$ cat src/rtl/tank_color_mapper.sv
// tank_color_mapper: double-buffered tank sprites with hit-flash, priority-muxed into a 2-stage registered RGB pipeline.
module tank_color_mapper #(
  parameter int                        NUM_TANKS    = 2,
  parameter int                        CELL_LOG2    = 5,
  parameter logic [NUM_TANKS*24-1:0]   TANK_COLORS  = {24'h000055, 24'h005500},
  parameter logic [23:0]               BG_COLOR     = 24'h000000,
  parameter logic [5:0]                FLASH_FRAMES = 6'd48
) (
  input  logic                      Clk,
  input  logic                      Reset_n,
  input  logic                      frame_start,
  input  logic [10*NUM_TANKS-1:0]   TankX,
  input  logic [10*NUM_TANKS-1:0]   TankY,
  input  logic [NUM_TANKS-1:0]      hit,
  input  logic [9:0]                DrawX,
  input  logic [9:0]                DrawY,
  input  logic                      blank,
  output logic [7:0]                Red,
  output logic [7:0]                Green,
  output logic [7:0]                Blue,
  output logic [NUM_TANKS-1:0]      flashing
);
  logic [9:0]           shadow_x [NUM_TANKS];
  logic [9:0]           shadow_y [NUM_TANKS];
  logic [5:0]           cnt      [NUM_TANKS];
  logic [NUM_TANKS-1:0] draw;
  logic [NUM_TANKS-1:0] draw_q;
  logic                 blank_q;
  logic [23:0]          rgb;
  genvar t;
  generate
    for (t = 0; t < NUM_TANKS; t++) begin : g_tank
      always_ff @(posedge Clk) begin
        if (!Reset_n) begin
          shadow_x[t] <= 10'h3FF;
          shadow_y[t] <= 10'h3FF;
          cnt[t]      <= 6'd0;
        end else begin
          if (frame_start) begin
            shadow_x[t] <= TankX[10*t +: 10];
            shadow_y[t] <= TankY[10*t +: 10];
          end
          if (hit[t])
            cnt[t] <= FLASH_FRAMES;
          else if (frame_start && cnt[t] != 6'd0)
            cnt[t] <= cnt[t] - 6'd1;
        end
      end
      // Hidden during the counter[2]=1 half of each 8-frame flash period.
      assign draw[t] = ((shadow_x[t] >> CELL_LOG2) == (DrawX >> CELL_LOG2)) &&
                       ((shadow_y[t] >> CELL_LOG2) == (DrawY >> CELL_LOG2)) &&
                       (cnt[t] == 6'd0 || !cnt[t][2]);
      assign flashing[t] = cnt[t] != 6'd0;
    end
  endgenerate
  always_comb begin
    rgb = BG_COLOR;
    for (int i = NUM_TANKS - 1; i >= 0; i--)
      if (draw_q[i]) rgb = TANK_COLORS[24*i +: 24];
    rgb = blank_q ? 24'h000000 : rgb;
  end
  // Stage 1 resets to blank so the refill cycles after reset output black.
  always_ff @(posedge Clk) begin
    if (!Reset_n) begin
      draw_q              <= '0;
      blank_q             <= 1'b1;
      {Red, Green, Blue}  <= 24'h000000;
    end else begin
      draw_q              <= draw;
      blank_q             <= blank;
      {Red, Green, Blue}  <= rgb;
    end
  end
endmodule

$ cat config.mk
export PLATFORM = sky130hd
export DESIGN_NAME = tank_color_mapper
export DESIGN_NICKNAME = d
export VERILOG_FILES = /design/src/rtl/tank_color_mapper.sv
export SDC_FILE = /design/constraint.sdc
export NUM_CORES = 1
export LEC_CHECK = 0
export ABC_AREA = 1
export BUFFER_PORTS_ARGS = -buffer_cell sky130_fd_sc_hd__buf_2
export CORE_UTILIZATION = 35
export CTS_BUF_LIST = sky130_fd_sc_hd__clkbuf_16
export DETAILED_ROUTE_END_ITERATION = 6
export GPL_TIMING_DRIVEN = 0
export SETUP_SLACK_MARGIN = 0.02
export SLEW_MARGIN = 10
export SYNTH_ARGS = -nofsm -noshare
export SYNTH_HDL_FRONTEND = slang
export SYNTH_SLANG_ARGS = --single-unit
$ cat constraint.sdc
create_clock -name Clk -period 1.3 [get_ports Clk]
set_input_delay 0 -clock Clk [delete_from_list [all_inputs] [get_ports Clk]]
set_output_delay 0 -clock Clk [all_outputs]
set_load 0.03 [all_outputs]
==> metrics <==
Hold Crit Depth 3; synth top area cells edfxtp_1 (45%), nand2_1 (11%), buf_4 (7.8%); skew final roughly 7 ps; layout net count 419; vias in the first global route about 1600; core area 5680 um^2; Synth Register Bits 37; Slew HR 43.0%; Worst-Margin Slew between 800 and 900 ps; dpl cell area 2540 um^2; register area share after synthesis 50.1%; wire length per cell approximately 10 um; area grow syn2layout 45.0%; CTS H-tree depth 2; gr ovfl total 0; Die Y about 80 um; layout cells sized above 1 40.3%; Syn. warnings 0; clock sinks 37; Leakage Power 0.00153 uW; largest net degree at the start of global routing 21; hold path endpoint cnt[0][5]$_DFFE_PP_; Cells after Synth 251; reg-to-reg startpoint cnt[0][0]$_SDFFCE_PN0P_; global-route wire length before repair 6780 um; diodes inserted 0; final instance area 3070 um^2; Clock power frac 38.7%; Pwr Density approximately 1100 nW/um^2; setup TNS -431 ps; Hold Crit Class in -> reg; flop2flop setup slack -70 ps; Sw Pwr 839 uW; Startpoint Class flip-flop; CTS tree built; die footprint 6370 um^2; Hold Fails Final Rpt 0; power share of the combinational group 19.1%; FFs w/ async S/R, synth 0%; via/cell ratio 4.13; Max Fclk 0.731 GHz; IO Port Bufs 45; Reg2Reg Depth 6; total internal power 2590 uW; post-synth top area share 45.3%; Max Buffers Root-to-Sink 2; DRC errors left 0; unrepaired setup endpoints after global routing true; drt pass-1 iters 4; row count 27; area leader, netlist edfxtp_1; die width roughly 80 um; Total GRT Usage 14.3%; setup ws final -68.7 ps; Netlist Area Pre-Place between 2000 and 2500 um^2; CTS Buf Count 5; Vias 1752; top fanout value on the critical path 5; IR Drop Worst-Case VDD between 0.7 and 0.8 mV; count leader, synth nand2_1; outcome complete, but fails checks; post-synthesis cell type count 22; Clk Tree Root Cell clkbuf_16; CP Class reg -> reg; failing checks negative setup slack; ratio of final minimum period to clock period 105%; sw frac roughly 24%; RR Endpoint cnt[0][0]$_SDFFCE_PN0P_; Boundary Pins 92; crit path DAT 1400 ps; gpl congestion about 0.78; Initial Util 37.3%; Final Max Slew Viols 0; worst-skew pair later-pin latency 280 ps; clock slew at reported path FFs 60 ps; syn avg cell area 8.44 um^2; Total Wirelength 4300 um; number of synthesized flops with an enable pin 32; CP endpoint kind flip-flop; most frequent cells after synthesis nand2_1 (63), inv_1 (41), edfxtp_1 (32); DR iter-0 viols 32; DP HPWL 2960 um; max-cap violations 0; Final Setup Violations 13; Worst EP required 1340 ps; min cycle time layout 1370 ps; hold path start hit[0]; Sequential Power Share 42.1%; remaining antenna violation count 0; Post-synth top flop edfxtp_1; initial antenna violation count 0
[power by group through the flow]
stage / logic (uW) / registers [uW] / clock network, uW
4_1_cts: 601 / 1440 / 1360
6_report: 656 / 1450 / 1330
3_3_place_gp: 518 / 1460 / 0
5_1_grt: 731 / 1460 / 1410
3_5_place_dp: 524 / 1470 / 0
2_1_floorplan: 397 / 1450 / 0
[sequential cells by signal, indices dropped and copies added, names as in the netlist]
signal / flops
Blue: 1
Green: 1
blank_q: 1
cnt: 12
draw_q: 2
shadow_x: 10
shadow_y: 10
[layout make-up]
type	instances	area [um^2]
clock buffer	5	125
clock inverter	3	37.5
sequential	37	1060
inverter	43	164
fill	515	2600
buffer	24	175
multi-input combinational	162	882
tap	72	90.1
timing repair buffer	78	539
[per-layer routing]
| layer | vias to the layer above | wire length (um) | share of wire, % | global-route usage (%) |
|---|---|---|---|---|
| li1 | 933 | - | - | - |
| met5 | - | 0 | 0 | 0 |
| met3 | 9 | 214 | 5.0 | 3.66 |
| met1 | 751 | 1820 | 42 | 16.0 |
| met2 | 59 | 2160 | 50 | 25.0 |
| met4 | 0 | 101 | 2.3 | 6.79 |
[how the worst max path moves through the flow]
| stage | startpoint | cells past startpoint | slack [ps] | end |
|---|---|---|---|---|
| floorplan | cnt[0][0]$_SDFFCE_PN0P_ | 7 | -310 | cnt[0][4]$_DFFE_PP_ |
| global placement | cnt[0][0]$_SDFFCE_PN0P_ | 5 | -90 | cnt[0][3]$_SDFFCE_PN0P_ |
| detailed placement | cnt[0][0]$_SDFFCE_PN0P_ | 5 | -60 | cnt[0][4]$_DFFE_PP_ |
| CTS | cnt[0][0]$_SDFFCE_PN0P_ | 7 | -30 | cnt[0][4]$_DFFE_PP_ |
| global route | cnt[0][0]$_SDFFCE_PN0P_ | 6 | -140 | cnt[0][2]$_SDFFCE_PN0P_ |
| finish | cnt[0][0]$_SDFFCE_PN0P_ | 6 | -70 | cnt[0][0]$_SDFFCE_PN0P_ |
[kinds of logic (layout without fill, tap and decap cells)]
family / Yosys count / after routing / share of synthesized area (%)
other cells: 1 / 16 / 0.177
simple gates: 128 / 128 / 27.5
compound gates: 9 / 9 / 2.30
flops: 37 / 37 / 50.1
xor+xnor: 7 / 7 / 2.89
fa+ha+maj: 2 / 2 / 1.18
buf+inv: 67 / 153 / 15.9
[cells in the final DEF (no fill, tap or decap), drive strengths merged]
cell         instances
xnor2                6
a21oi                5
bufinv               1
nand2               67
nor2                21
ha                   2
nand4                3
edfxtp              32
conb                16
xor2                 1
nand3                7
inv                 44
nor3                 5
or2                 25
o21ai                4
clkbuf               7
dlygate4sd3         21
clkinv               1
dfxtp                5
buf                 79
[through the flow]
stage | total power [uW] | hold slack (ps) | utilization (%) | instances | worst slack, ps
3_3_place_gp | 1980 | 214 | 44.8 | 383 | -87.5
4_1_cts | 3400 | 65.7 | 52.4 | 418 | -26.8
3_5_place_dp | 1990 | 212 | 44.8 | 383 | -57.8
5_1_grt | 3600 | 81.0 | 54.2 | 424 | -142
2_1_floorplan | 1850 | 107 | - | 266 | -307
6_report | 3430 | 65.5 | 54.2 | 424 | -68.7
[what timing repair did]
| item | 4_1_cts | 5_1_grt |
|---|---|---|
| hold buffers | 21 | 0 |
| cloned | 0 | 0 |
| setup buffers | 6 | 7 |
| endpoints found under the hold margin | 21 | 0 |
| resized for setup | 8 | 17 |
| setup endpoints to repair | 16 | 22 |
| pin swaps | 4 | 8 |
[critical path, stage by stage, from the launching register on]
cell      delay, ps
edfxtp_1        400
inv_2           100
ha_4            140
nand4_1         140
nand2_2         180
buf_4           140
nor2_2           30
(Power assumes the default switching activity.)
